--- src/rtl/mmio_fabric.sv ---
// mmio_fabric
//   Memory-mapped I/O fabric between a CPU data port and N_SLAVES peripherals.
//   The top address nibble is decoded through MAP into a slave index; the
//   request is latched and presented to that slave with a valid/ready
//   handshake. Unmapped accesses and slave timeouts complete with m_err=1,
//   and the first such fault is held in a sticky log until software clears it.
//
//   Ports
//     clk, rst                  clock, asynchronous active-high reset
//     m_valid/m_addr/m_wdata/m_wstrb   master request (m_wstrb==0 is a read)
//     m_ready/m_rdata/m_err     one-cycle completion with registered data/error
//     s_valid                   one-hot request to the selected slave
//     s_addr/s_wdata/s_wstrb    latched request fields shared by all slaves
//     s_ready/s_rdata           per-slave completion and read data slices
//     fault_*                   sticky first-fault log, fault_clear to re-arm
//
//   state  | meaning
//   IDLE   | waiting for m_valid; decodes and latches the request
//   ACCESS | s_valid asserted to the selected slave, timeout counter running
//   RESP   | m_ready pulse with registered m_rdata/m_err

module mmio_fabric #(
    parameter int          N_SLAVES = 9,
    parameter logic [63:0] MAP      = 64'hFFFF_8876_5432_1100,
    parameter int          TIMEOUT  = 255,
    parameter int          TO_W     = 8
) (
    input  logic                     clk,
    input  logic                     rst,
    input  logic                     m_valid,
    input  logic [31:0]              m_addr,
    input  logic [31:0]              m_wdata,
    input  logic [3:0]               m_wstrb,
    output logic                     m_ready,
    output logic [31:0]              m_rdata,
    output logic                     m_err,
    output logic [N_SLAVES-1:0]      s_valid,
    output logic [31:0]              s_addr,
    output logic [31:0]              s_wdata,
    output logic [3:0]               s_wstrb,
    input  logic [N_SLAVES-1:0]      s_ready,
    input  logic [32*N_SLAVES-1:0]   s_rdata,
    output logic                     fault_valid,
    output logic [31:0]              fault_addr,
    output logic                     fault_write,
    output logic                     fault_timeout,
    input  logic                     fault_clear
);

    typedef enum logic [1:0] {
        S_IDLE   = 2'd0,
        S_ACCESS = 2'd1,
        S_RESP   = 2'd2
    } state_t;

    state_t            state_q, state_d;
    logic [31:0]       addr_q, addr_d;
    logic [31:0]       wdata_q, wdata_d;
    logic [3:0]        wstrb_q, wstrb_d;
    logic [3:0]        sel_q, sel_d;
    logic [TO_W-1:0]   cnt_q, cnt_d;
    logic [31:0]       rdata_q, rdata_d;
    logic              err_q, err_d;
    logic              fault_valid_q, fault_valid_d;
    logic [31:0]       fault_addr_q, fault_addr_d;
    logic              fault_write_q, fault_write_d;
    logic              fault_timeout_q, fault_timeout_d;

    logic [N_SLAVES-1:0] sel_oh;
    logic [31:0]         slave_rdata;
    logic [3:0]          map_sel;
    logic                unmapped;
    logic                fault_event;
    logic                fault_ev_to;
    logic [31:0]         fault_ev_addr;
    logic                fault_ev_write;

    // Selected slave as a one-hot vector plus its read-data slice. An index
    // at or above N_SLAVES never reaches ACCESS, so it simply decodes to zero.
    always_comb begin
        sel_oh      = '0;
        slave_rdata = '0;
        for (int i = 0; i < N_SLAVES; i++) begin
            if (sel_q == 4'(i)) begin
                sel_oh[i]   = 1'b1;
                slave_rdata = s_rdata[32*i +: 32];
            end
        end
    end

    assign map_sel  = MAP[{m_addr[31:28], 2'b00} +: 4];
    assign unmapped = (map_sel == 4'hF) || ({28'd0, map_sel} >= 32'(N_SLAVES));

    always_comb begin
        state_d        = state_q;
        addr_d         = addr_q;
        wdata_d        = wdata_q;
        wstrb_d        = wstrb_q;
        sel_d          = sel_q;
        cnt_d          = cnt_q;
        // Response registers only hold a value during RESP.
        rdata_d        = '0;
        err_d          = 1'b0;
        fault_event    = 1'b0;
        fault_ev_to    = 1'b0;
        fault_ev_addr  = addr_q;
        fault_ev_write = |wstrb_q;

        case (state_q)
            S_IDLE: begin
                if (m_valid) begin
                    addr_d  = m_addr;
                    wdata_d = m_wdata;
                    wstrb_d = m_wstrb;
                    sel_d   = map_sel;
                    cnt_d   = '0;
                    if (unmapped) begin
                        state_d        = S_RESP;
                        err_d          = 1'b1;
                        fault_event    = 1'b1;
                        fault_ev_addr  = m_addr;
                        fault_ev_write = |m_wstrb;
                    end else begin
                        state_d = S_ACCESS;
                    end
                end
            end
            S_ACCESS: begin
                // A ready on the last allowed cycle still wins over the timeout.
                if (|(s_ready & sel_oh)) begin
                    rdata_d = slave_rdata;
                    state_d = S_RESP;
                end else if (cnt_q == TO_W'(TIMEOUT - 1)) begin
                    err_d       = 1'b1;
                    fault_event = 1'b1;
                    fault_ev_to = 1'b1;
                    state_d     = S_RESP;
                end else begin
                    cnt_d = cnt_q + 1'b1;
                end
            end
            S_RESP: begin
                state_d = S_IDLE;
            end
            default: begin
                state_d = S_IDLE;
            end
        endcase
    end

    // A clear arriving together with a new fault re-arms the log and lets the
    // new fault in, so fault_valid stays high across that cycle.
    always_comb begin
        fault_valid_d   = fault_valid_q & ~fault_clear;
        fault_addr_d    = fault_addr_q;
        fault_write_d   = fault_write_q;
        fault_timeout_d = fault_timeout_q;
        if (fault_event && (!fault_valid_q || fault_clear)) begin
            fault_valid_d   = 1'b1;
            fault_addr_d    = fault_ev_addr;
            fault_write_d   = fault_ev_write;
            fault_timeout_d = fault_ev_to;
        end
    end

    always_ff @(posedge clk or posedge rst) begin
        if (rst) begin
            state_q         <= S_IDLE;
            addr_q          <= '0;
            wdata_q         <= '0;
            wstrb_q         <= '0;
            sel_q           <= '0;
            cnt_q           <= '0;
            rdata_q         <= '0;
            err_q           <= 1'b0;
            fault_valid_q   <= 1'b0;
            fault_addr_q    <= '0;
            fault_write_q   <= 1'b0;
            fault_timeout_q <= 1'b0;
        end else begin
            state_q         <= state_d;
            addr_q          <= addr_d;
            wdata_q         <= wdata_d;
            wstrb_q         <= wstrb_d;
            sel_q           <= sel_d;
            cnt_q           <= cnt_d;
            rdata_q         <= rdata_d;
            err_q           <= err_d;
            fault_valid_q   <= fault_valid_d;
            fault_addr_q    <= fault_addr_d;
            fault_write_q   <= fault_write_d;
            fault_timeout_q <= fault_timeout_d;
        end
    end

    assign m_ready       = (state_q == S_RESP);
    assign m_rdata       = rdata_q;
    assign m_err         = err_q;
    assign s_valid       = (state_q == S_ACCESS) ? sel_oh : '0;
    assign s_addr        = addr_q;
    assign s_wdata       = wdata_q;
    assign s_wstrb       = (state_q == S_ACCESS) ? wstrb_q : 4'b0000;
    assign fault_valid   = fault_valid_q;
    assign fault_addr    = fault_addr_q;
    assign fault_write   = fault_write_q;
    assign fault_timeout = fault_timeout_q;

endmodule

--- config.mk ---
export PLATFORM = sky130hd
export DESIGN_NAME = mmio_fabric
export DESIGN_NICKNAME = d
export VERILOG_FILES = /design/src/rtl/mmio_fabric.sv
export SDC_FILE = /design/constraint.sdc
export NUM_CORES = 1
export LEC_CHECK = 0
export CORE_AREA = 8 8 196 198
export DETAILED_ROUTE_END_ITERATION = 16
export DIE_AREA = 0 0 204 206
export PLACE_DENSITY = 0.65
export SYNTH_ARGS = -nofsm -noshare
export SYNTH_HDL_FRONTEND = slang
export SYNTH_SLANG_ARGS = --single-unit
--- constraint.sdc ---
create_clock -name clk -period 5.2 [get_ports clk]
set_input_delay 0.78 -clock clk [delete_from_list [all_inputs] [get_ports clk]]
set_output_delay 0.78 -clock clk [all_outputs]
set_load 0.02 [all_outputs]
==> flow_summary.yaml, run 1 <==
synthesis:
  yosysMostFrequentCell: "nand2_1"
  ys_seq_area_frac: 0.419
  synth-edff-count: 0
  synth_top_area_frac: 0.419
  synth.area.top_cells: "dfrtp_1 (42%), mux2_2 (11%), nand2_1 (11%), mux2_4 (5.0%), a21oi_1 (2.8%)"
  dominantRegCellSynth: "dfrtp_1"
  synth_cell_type_count: 48
  yosysTopAreaCell: "dfrtp_1"
  yosys_warnings: 0
  syn_nets: 1352
  synth-async-reset-ratio: 1.00
  postSynthAreaPerCell_um2: 9.14
  ys_top_cells_by_count: "nand2_1 (258), dfrtp_1 (150), mux2_2 (86)"
  netlist_area_um2: 8960
  synthCells: 981
  ys_ff_latch: 150
critical_path:
  startpoint_type: "flip-flop"
  max_stage_delay_ns: 0.95
  crit_slowest_cell: "dfrtp_2"
  required_ns: 4.42
  crit_fanout: 40
  path_class: "flip-flop to primary output"
  r2r-start: "sel_q[2]"
  arrival_ns: 3.14
  end_kind: "primary output"
  critPathLaunch: "sel_q[2]"
  path_cells: "nor2b_2 -> nand2_1 -> nor2_1 -> clkdlybuf4s50_1"
place:
  dpl_cell_area_um2: 14400
  port_buffers: 514
  hpwl_um: 35300
  routabilityCongestion: 0.881
timing:
  fin_tns_setup_ns: 0
  max_freq_ghz: 0.255
  setup_viol: 0
  finalHoldViolations: 0
  period_share: 0.754
  finalMaxSlewViolations: 0
  fin_crit_ns: 3.92
  rsz0062_at_grt: "false"
  worst_pin_slew_ns: 1.18
  skew_ns: 0.0118
  relSlewSlack: 0.212
finish:
  fin_nets: 1818
  ff_latch_area_um2: 3760
  stdcell_area_um2: 15100
  area_growth_pct: 68.1
  drive_gt1_frac: 0.127
  n_fill_cell: 3452
  multi_input_area_um2: 4800
clock_network:
  cts-root-buf: "clkbuf_16"
  clkSinkCount: 150
  clkTransAtPathRegs_ns: 0.07
  cts_hold_buf: 0
  htree_levels: 4
  post_cts_resized: 0
  cts_tree: "done"
  cts_buffer_depth: 2
  cts_buffers: 17
  clock_latency_ns: 0.44
  post_cts_buffers: 0
power_and_ir_drop:
  p_total_mw: 7.61
  powerDensity_nw_per_um2: 506
  power.leakage_nw: 6.24
  vdd_ir_drop_max_mv: 0.375
global_route:
  grt_start_max_net_pins: 84
  grt-ovfl-total: 0
  grt_use_total: 0.207
  grt_pass1_wl_um: 65300
  grt_pass1_vias: 9996
  grt_antenna_before_repair: 9
outcome:
  outcome: "finished, final reports clean"
floorplanning:
  initial_core_util: 0.254
  core_um2: 35200
  die_y_um: 206
  ios: 515
  rows: 69
  die-area_um2: 42000
  die_x_um: 204
routing:
  first_pass_iters: 6
  met1Wirelength_um: 17100
  drt-total-wl_um: 45500
  via_per_inst: 4.89
  wl_met2_um: 22500
  wire_per_inst_um: 23.6
  detailroute.via_count: 9435
  drt.antenna.violating_nets: 0
  drt_drc_violations_left: 0
  top_layer: "met5"
  drt_first_iter_violations: 556
  route.met3.wl_um: 4500
min_path:
  hp-start: "s_wdata[16]"
  min_path_type: "flip-flop to flip-flop"
job:
  maxCapViolations: 0
-- area by class of cell --
cell class                      instances  area share
Tap cell                              461      0.0383
Clock buffer                           19      0.0301
Inverter                                6     0.00183
Antenna cell                            9     0.00150
Sequential cell                       150       0.250
Clock inverter                         13      0.0106
Timing Repair Buffer                  528       0.349
Multi-Input combinational cell        744       0.319
-- logic make-up after synthesis --
| kind of cell | after synthesis | synth area share |
|---|---|---|
| AND/OR/NAND/NOR | 397 | 0.185 |
| AO/OA/AOI/OAI | 197 | 0.140 |
| flip-flops | 150 | 0.419 |
| multiplexers | 148 | 0.207 |
| buffers and inverters | 87 | 0.0468 |
| adder cells (fa/ha/maj) | 2 | 0.00279 |
-- power breakdown --
part           switching, mW  leakage, nW  internal [mW]
registers              0.519         1.91           1.61
clock network          0.571        0.305          0.751
logic                   2.18         4.03           1.98
total                   3.27         6.24           4.35
-- state kept, by name, indices dropped and copies added, names as in the netlist --
| signal | count |
|---|---|
| wstrb_q | 4 |
| state_q | 2 |
| fault_valid | 1 |
| fault_write | 1 |
| s_wdata | 32 |
| fault_addr | 32 |
| m_err | 1 |
| fault_timeout | 1 |
| cnt_q | 8 |
| sel_q | 4 |
| m_rdata | 32 |
| s_addr | 32 |
-- path summary, 6_finish.rpt --
check / end / slack (ns) / depth (start not counted)
worst min register to register: s_wdata[16] / 0.47 / 2
worst min-delay path: s_wdata[16] / 0.47 / 2
min in group asynchronous: s_addr[7] / 0.88 / 2
max in group asynchronous: m_err / 3.40 / 3
worst max-delay path: s_valid[6] / 1.28 / 4
worst max register to register: fault_write / 1.66 / 6
-- stage by stage --
stage	instances	util	setup slack, ns	hold WS (ns)
2_1_floorplan	981	-	0.384	0.454
4_1_cts	1921	0.427	1.27	0.479
3_5_place_dp	1889	0.410	1.65	0.461
3_3_place_gp	1889	0.410	1.65	0.458
6_report	1930	0.428	1.28	0.471
5_1_grt	1928	0.427	1.16	0.505
-- metal layers --
metal  up-vias  GRT usage
met5         -          0
met4         4     0.0964
met3        57     0.0807
met2       451      0.353
met1      4533      0.225
li1       4390          -
-- layout by cell type, fill, tap and decap left out, types with 3 or more instances in the layout --
cell             count
nor3_1              35
and2_1               5
inv_6                5
dfrtp_2              3
nand2b_1             8
clkinv_4             3
nand2_1            257
or4_1                3
o21a_1               9
diode_2              9
a22oi_1             23
a2111oi_0           23
or3_1                4
inv_1                5
inv_8                3
a21oi_1             51
mux2_2              86
mux4_2               9
nand4_1              3
nor2_1              60
o21ai_0             40
a31oi_1              3
clkdlybuf4s50_1    514
buf_4               13
mux2_4              30
mux2i_1             23
clkbuf_16           17
dfrtp_1            146
nor2b_1              4
o22ai_1             32
or2_2                4
-- worst max-delay path: cells and delay by family, from the launching register on --
| kind | cells | cell delay [ns] |
|---|---|---|
| buffers and inverters | 1 | 0.65 |
| AND/OR/NAND/NOR | 3 | 1.07 |
| flip-flops | 1 | 0.95 |
No activity file was read; power rests on OpenSTA's default activity.
==> inputs of run 2 (changes only) <==
==> config.mk (replaced) <==
export PLATFORM = sky130hd
export DESIGN_NAME = mmio_fabric
export DESIGN_NICKNAME = d
export VERILOG_FILES = /design/src/rtl/mmio_fabric.sv
export SDC_FILE = /design/constraint.sdc
export NUM_CORES = 1
export LEC_CHECK = 0
export CORE_AREA = 8 8 195 197
export DETAILED_ROUTE_END_ITERATION = 16
export DIE_AREA = 0 0 203 205
export PLACE_DENSITY = 0.67
export SYNTH_ARGS = -nofsm -noshare
export SYNTH_HDL_FRONTEND = slang
export SYNTH_SLANG_ARGS = --single-unit
==> constraint.sdc (replaced) <==
create_clock -name clk -period 3.31 [get_ports clk]
set_input_delay 0.4965 -clock clk [delete_from_list [all_inputs] [get_ports clk]]
set_output_delay 0.4965 -clock clk [all_outputs]
set_load 0.02 [all_outputs]
==> run 2 against run 1 <==
  * Clock-buffer cell count unchanged
  * Critical path depth is the same
  * Non-clock buffer count rose by 16
  * Power rose by 58%
  * First-iteration DRC count shrank 7.0%
  * Setup slack lost 0.93 ns
  * Clock power up 50%
  * Clock skew is 0.0023 ns lower
  * Combinational power grew 66%
  * Sequential power is 47% higher
  * Final cell count grew 0.78%
  * Global-route usage up 0.11 points
  * Critical endpoint is now s_valid[4]
  * Largest cell class unchanged
==> flow_summary.yaml, run 2 (synthesized netlist as in run 1, its figures left out) <==
power_and_ir_drop:
  share_seq_of_total_power: 0.261
  p_total_mw: 12.0
  p_sw_mw: 5.14
  clockPowerShare: 0.165
  powerDensity_nw_per_um2: 790
  combPwrFrac: 0.574
  p_sw_frac: 0.428
  p_int_mw: 6.88
  power.leakage_nw: 6.33
  vdd_ir_drop_max_mv: 0.530
floorplanning:
  die-area_um2: 41600
  die_x_um: 203
  rows: 69
  ios: 515
  die_y_um: 205
  core_um2: 35000
  initial_core_util: 0.256
timing:
  finalHoldViolations: 0
  fin_crit_ns: 2.96
  skew_ns: 0.00955
  setup_viol: 0
  period_share: 0.893
  relSlewSlack: 0.479
  max_freq_ghz: 0.338
  rsz0062_at_grt: "false"
  fin_tns_setup_ns: 0
  worst_pin_slew_ns: 0.780
  finalMaxSlewViolations: 0
clock_network:
  clkTransAtPathRegs_ns: 0.06
  cts-root-buf: "clkbuf_16"
  clock_latency_ns: 0.44
  cts_hold_buf: 0
  cts_buffer_depth: 2
  clkSinkCount: 150
  post_cts_resized: 0
  cts_tree: "done"
  cts_buffers: 17
  htree_levels: 4
  post_cts_buffers: 0
min_path:
  hp-start: "s_wdata[15]"
  min_path_type: "flip-flop to flip-flop"
  holdPathStages: 2
critical_path:
  crit_fanout: 17
  path_class: "flip-flop to primary output"
  required_ns: 2.81
  r2r_cells: 8
  arrival_ns: 2.46
  r2r-start: "sel_q[3]"
  end_kind: "primary output"
  critPathLaunch: "sel_q[2]"
  startpoint_type: "flip-flop"
place:
  routabilityCongestion: 0.892
  hpwl_um: 35300
  port_buffers: 514
finish:
  final_cell_mix: "clkdlybuf4s50_1 (514), nand2_1 (257), dfrtp_1 (146)"
  n_fill_cell: 3390
  area_growth_pct: 69.9
  layout_commonest_cell: "clkdlybuf4s50_1"
  fin_nets: 1834
  drive_gt1_frac: 0.136
global_route:
  grt_start_max_net_pins: 75
  grt-ovfl-total: 0
  grt_pass1_vias: 9987
  grt_use_total: 0.208
  grt_antenna_before_repair: 10
  grt_pass1_wl_um: 65600
routing:
  wire_per_inst_um: 23.2
  via_per_inst: 4.88
  detailroute.via_count: 9483
  drt_drc_violations_left: 0
  drt_first_iter_violations: 517
  drt.antenna.violating_nets: 0
  first_pass_iters: 6
  drt-total-wl_um: 45000
job:
  maxCapViolations: 0
outcome:
  outcome: "finished, final reports clean"
[run 2: cell types whose count changed in the layout (fill, tap and decap cells not counted)]
| cell | change |
|---|---|
| bufinv_16 | -1 |
| diode_2 | -1 |
| clkinv_4 | -3 |
| inv_6 | +1 |
| buf_4 | +9 |
| clkbuf_8 | -1 |
| clkinv_2 | +1 |
| buf_12 | +7 |
| clkinvlp_4 | +2 |
| clkbuf_1 | +1 |
[run 2: area by class of cell]
| class | instances | area, um2 | share of cell area |
|---|---|---|---|
| diodes | 8 | 20.0 | 0.00131 |
| clock buffers | 19 | 443 | 0.0291 |
| clock inverters | 13 | 134 | 0.00879 |
| inverters | 6 | 26.3 | 0.00173 |
| multi-input cells | 744 | 4800 | 0.315 |
| flip-flops and latches | 150 | 3760 | 0.247 |
| well taps | 461 | 577 | 0.0379 |
| repair buffers | 544 | 5470 | 0.359 |
[run 2: layer usage]
metal | up-vias | routed length [um] | GRT usage
li1 | 4410 | - | -
met1 | 4600 | 17600 | 0.236
met2 | 413 | 22400 | 0.355
met3 | 60 | 3610 | 0.0675
met4 | 0 | 1360 | 0.0927
met5 | - | 0 | 0
[run 2: worst paths after layout]
kind / slack (ns) / to
setup / recovery: 0.35 / s_valid[4]
hold / removal: 0.47 / s_wdata[15]
setup reg to reg: 0.78 / fault_write
hold reg to reg: 0.47 / s_wdata[15]
max in group asynchronous: 1.96 / s_addr[17]
min in group asynchronous: 0.53 / m_rdata[22]
[run 2: critical path: stages (launching register included)]
cell and delay [ns]:
dfrtp_2 0.60, nor2b_2 0.44, nand2_1 0.17, nor2_1 0.18, clkdlybuf4s50_1 0.63
[run 2: power by group through the flow]
stage | Clock, mW | Sequential [mW] | Combinational [mW]
after floorplan | 0 | 3.72 | 3.29
after global placement | 0 | 3.13 | 6.88
after global routing | 2.12 | 3.23 | 7.43
after CTS | 2.06 | 3.13 | 6.98
after detailed placement | 0 | 3.14 | 6.96
final | 1.98 | 3.13 | 6.91
[run 2: metrics by stage]
stage,utilization,setup WS (ns),hold WS (ns),instance area (um2),instances
6_report,0.436,0.355,0.471,15200,1945
5_1_grt,0.436,0.178,0.499,15200,1945
2_1_floorplan,-,0.925,0.454,8970,981
4_1_cts,0.435,0.327,0.479,15200,1937
3_3_place_gp,0.419,0.597,0.456,14600,1905
3_5_place_dp,0.419,0.603,0.462,14600,1905
==> variant 1: new RTL, flow settings as in run 2 <==
Put one more register stage on the output `fault_addr`, cleared by the reset. The value now appears one clock later. The other outputs are not delayed to match.
--- a/src/rtl/mmio_fabric.sv
+++ b/src/rtl/mmio_fabric.sv
@@ -203,3 +203,9 @@
     assign fault_valid   = fault_valid_q;
-    assign fault_addr    = fault_addr_q;
+    always_ff @(posedge clk or posedge rst) begin
+        if (rst) begin
+            fault_addr <= '0;
+        end else begin
+            fault_addr <= fault_addr_q;
+        end
+    end
     assign fault_write   = fault_write_q;
Check against the original RTL: not equivalent (a bounded check fails within 4 cycles, from zero or initial values and one cycle with rst high).
==> variant 1 against run 2 <==
- area after synthesis grew 5.0%
- sequential cell count rose by 32
- global-route usage is 0.15 points lower
- final area rose by 3.1%
- total power increased by 1.7%
- wire length decreased by 1.4%
- setup slack got worse by 120 ps
==> variant 1: results (changes against run 2) <==
Global route
  – Largest net degree at the start of global routing: 82 (was 75)
  – Met2 Usage GRT: 36.12% (was 35.45%)
  – Vias in the first global route: 10110 (was 9987)
  – First-pass GRT wire length: 65700 um (was 65640 um)
  – Met1 Track Usage GR: 23.34% (was 23.62%)
  – Total Routing Usage GR: 20.66% (was 20.82%)

Hold path
  – Worst hold path cell count: 0 (was 2)
  – Hold EP: fault_addr[22] (was s_wdata[15])

Pwr
  – Leak pwr: 0.006747 uW (was 0.006330 uW)
  – Maximum VDD drop: 0.4677 mV (was 0.5299 mV)

Setup path
  – Worst setup endpoint: s_valid[7] (was s_valid[4])
  – CP max FO: 16 (was 17)
  – Reg2reg path depth: 5 (was 8)
  – Arrival @ worst endpoint: 2580 ps (was 2460 ps)
  – Crit path launch: sel_q[3] (was sel_q[2])

Synth
  – Synth unique cells: 55 (was 48)
  – Post-synth top cells: nand2_1 (266), dfrtp_1 (182), o21ai_0 (62), a22oi_1 (61), clkbuf_1 (49) (was nand2_1 (258), dfrtp_1 (150), mux2_2 (86), nor2_1 (61), clkbuf_1 (57))
  – Syn Nets: 1364 (was 1352)
  – Seq/Total Area, Yosys: 48.40% (was 41.88%)

Outcome
  – Status: finished, final reports clean (unchanged)

Routing
  – Vias: 9607 (was 9483)
  – Iteration-0 DRC Markers: 557 (was 517)
  – Total Wirelength: 44420 um (was 45040 um)

Cells and area
  – Nets@finish: 1847 (was 1834)

Timing
  – Clk_skew: 8.322 ps (was 9.554 ps)
==> variant 1: cells by family (layout without fill, tap and decap cells) <==
logic type,after synthesis,in the layout,share of synthesized area [%]
and+or+nand+nor,366,366,16.30
AOI/OAI and AO/OA,233,233,17.64
DFF,182,182,48.40
buffers and inverters,108,603,4.587
muxes,100,100,12.62
adders and majority gates,2,2,0.2659
xor gates and xnor gates,2,2,0.1862
other,0,4,0
==> variant 1: report_power, final <==
| part | leakage (uW) | internal, uW | switching (uW) | total [uW] |
|---|---|---|---|---|
| clock | 0.000259 | 977 | 957 | 1930 |
| combinational | 0.00417 | 3020 | 3680 | 6700 |
| sequential | 0.00232 | 3090 | 511 | 3600 |
| total | 0.00675 | 7080 | 5150 | 12200 |
==> variant 1: final cells by class <==
type | count | share of cell area, %
timing repair buffer | 542 | 34.65
clock inverter | 11 | 0.5899
clock buffer | 20 | 2.782
inverter | 30 | 0.7414
antenna | 4 | 0.06378
multi-input combinational | 703 | 28.44
sequential | 182 | 29.06
tap | 461 | 3.675
==> variant 1: critical path, cell delays in order, from the launching register on <==
cell	delay (ps)
dfrtp_2	560
inv_1	270
nand2_1	320
nor3_1	320
clkdlybuf4s50_1	670
==> variant 1: through the flow <==
stage	utilization [%]	worst slack [ps]	total power, uW
3_3_place_gp	43.35	580.3	10290
4_1_cts	44.86	192.4	12400
3_5_place_dp	43.35	463.6	10390
6_report	44.89	231.0	12230
2_1_floorplan	-	476.9	7259
5_1_grt	44.87	114.5	13020
==> variant 1: routing by layer <==
metal | vias to the layer above | share of wire [%]
li1 | 4465 | -
met1 | 4647 | 38
met2 | 437 | 51
met3 | 58 | 9.4
met4 | 0 | 2.2
met5 | - | 0
==> variant 2: new RTL, flow settings as in run 2 <==
Made on the original files. Change the parameter `TO_W` from 8 to 12.
--- a/src/rtl/mmio_fabric.sv
+++ b/src/rtl/mmio_fabric.sv
@@ -25,3 +25,3 @@
     parameter int          TIMEOUT  = 255,
-    parameter int          TO_W     = 8
+    parameter int          TO_W     = 12
 ) (
Check against the original RTL: no difference found for any inputs over 4 cycles, from zero or initial values and one cycle with rst high; that may be too few to reach the edited logic, so the function may still have changed.
==> variant 2 against run 2 <==
- total power is 3.7% higher
- final area is 2.1% higher
- sequential cell count is 4 higher
- wire length is 1.4% lower
- area after synthesis is 4.1% higher
- setup slack better by 50 ps
- final cell count is 2.5% higher
- critical path depth stayed put
- worst hold slack better by 4.7 ps
- critical path type unchanged
- critical endpoint is now s_wstrb[1]
- highest routed layer is now met5
==> variant 2: results (changes against run 2) <==
Routing
  – Via/cell ratio: 5.006 (was 4.876)
  – DR WL/cell: 22.28 um (was 23.15 um)
  – Total Wirelength: 44420 um (was 45040 um)

Placed design
  – Routability cong.: 0.8670 (was 0.8924)
  – Final HPWL DP: 34090 um (was 35250 um)
  – Placed cells: 1959 (was 1905)

Synth
  – Seq/Total Area, Yosys: 41.29% (was 41.88%)
  – Post-synth top cells: nand2_1 (287), dfrtp_1 (154), mux2i_1 (112), clkbuf_1 (63), nor2_1 (42) (was nand2_1 (258), dfrtp_1 (150), mux2_2 (86), nor2_1 (61), clkbuf_1 (57))
  – Syn Nets: 1418 (was 1352)
  – Main area contributors after synthesis: dfrtp_1 (41%), mux2i_1 (12%), nand2_1 (12%), mux2_2 (3.9%), clkbuf_1 (2.5%) (was dfrtp_1 (42%), mux2_2 (11%), nand2_1 (11%), mux2_4 (5.0%), a21oi_1 (2.8%))
  – Multiplexer area fraction after synthesis: 17.56% (was 20.66%)

Global route
  – Total Routing Usage GR: 20.48% (was 20.82%)
  – First-pass GRT wire length: 65990 um (was 65640 um)
  – Largest net degree at the start of global routing: 77 (was 75)
  – Vias in the first global route: 10410 (was 9987)

Outcome
  – Status: finished, final reports clean (unchanged)

Pwr
  – Maximum VDD drop: 0.5403 mV (was 0.5299 mV)

Cells and area
  – Nets@finish: 1888 (was 1834)
  – # fillers: 3420 (was 3390)
  – Syn-to-layout area delta: 66.61% (was 69.93%)

Setup path
  – R2r setup slk: 730 ps (was 780 ps)
  – Crit path launch: state_q[0] (was sel_q[2])
  – CP max FO: 19 (was 17)
  – Largest stage delay, worst path: 650 ps (was 630 ps)

Hold path
  – Hold Startpoint: s_wdata[17] (was s_wdata[15])

Timing
  – Clk_skew: 10.25 ps (was 9.554 ps)
==> variant 2: changes by cell type in the layout (fill, tap and decap cells not counted), moves of 11 or more <==
cell / before / now
a221oi_1: 0 / 25
mux2_4: 30 / 0
nand2_1: 257 / 286
nand3_1: 2 / 13
a21o_1: 2 / 26
mux2_2: 86 / 32
mux2i_1: 23 / 112
a211o_1: 1 / 25
a21oi_1: 51 / 28
a2111oi_0: 23 / 0
nor2_1: 60 / 41
==> variant 2: kinds of logic (layout without fill, tap and decap cells) <==
group	count (synthesis)	after routing
AO/OA/AOI/OAI	221	221
other	0	3
flip-flops	154	154
adder cells (fa/ha/maj)	2	2
multiplexers	151	151
AND/OR/NAND/NOR	425	425
buffers and inverters	94	577
==> variant 2: path summary, 6_finish.rpt <==
kind | end | depth (start not counted)
min | s_wdata[17] | 2
min in group asynchronous | s_wdata[4] | 2
max in group asynchronous | m_rdata[25] | 3
min reg2reg | s_wdata[17] | 2
max reg2reg | m_rdata[19] | 5
max | s_wstrb[1] | 4
==> variant 2: cell type report <==
type | instances | area share [%]
antenna | 3 | 0.04827
clock buffer | 21 | 2.961
clock inverter | 11 | 0.7080
inverter | 3 | 0.09655
multi-input combinational | 799 | 32.54
sequential | 154 | 24.85
tap | 461 | 3.709
timing repair buffer | 542 | 35.08
==> variant 2: report_power, final <==
group | leakage [uW] | internal (uW) | switching (uW)
sequential | 0.00195 | 2630 | 598
clock | 0.000271 | 1090 | 874
combinational | 0.00467 | 3310 | 3970
total | 0.00690 | 7020 | 5440
==> variant 2: worst min-delay path, stage by stage, from the launching register on <==
cell and delay [ps]:
dfrtp_1 340, nand2_1 50, nand2_1 50
==> variant 2: metal layers <==
| layer | vias to the layer above | global-route usage (%) | wire length, um |
|---|---|---|---|
| li1 | 4669 | - | - |
| met1 | 4851 | 24.50 | 18010 |
| met5 | - | 0 | 26 |
| met4 | 4 | 5.646 | 732 |
| met3 | 42 | 6.799 | 3647 |
| met2 | 415 | 34.80 | 22010 |
==> variant 2: through the flow <==
| step | power (uW) | setup slack (ps) | hold WS (ps) |
|---|---|---|---|
| after global routing | 13260 | 197.0 | 495.3 |
| after detailed placement | 10560 | 657.1 | 461.4 |
| after floorplan | 7314 | 868.6 | 445.1 |
| final | 12470 | 404.8 | 475.6 |
| after CTS | 12590 | 362.6 | 477.8 |
| after global placement | 10470 | 667.1 | 457.1 |
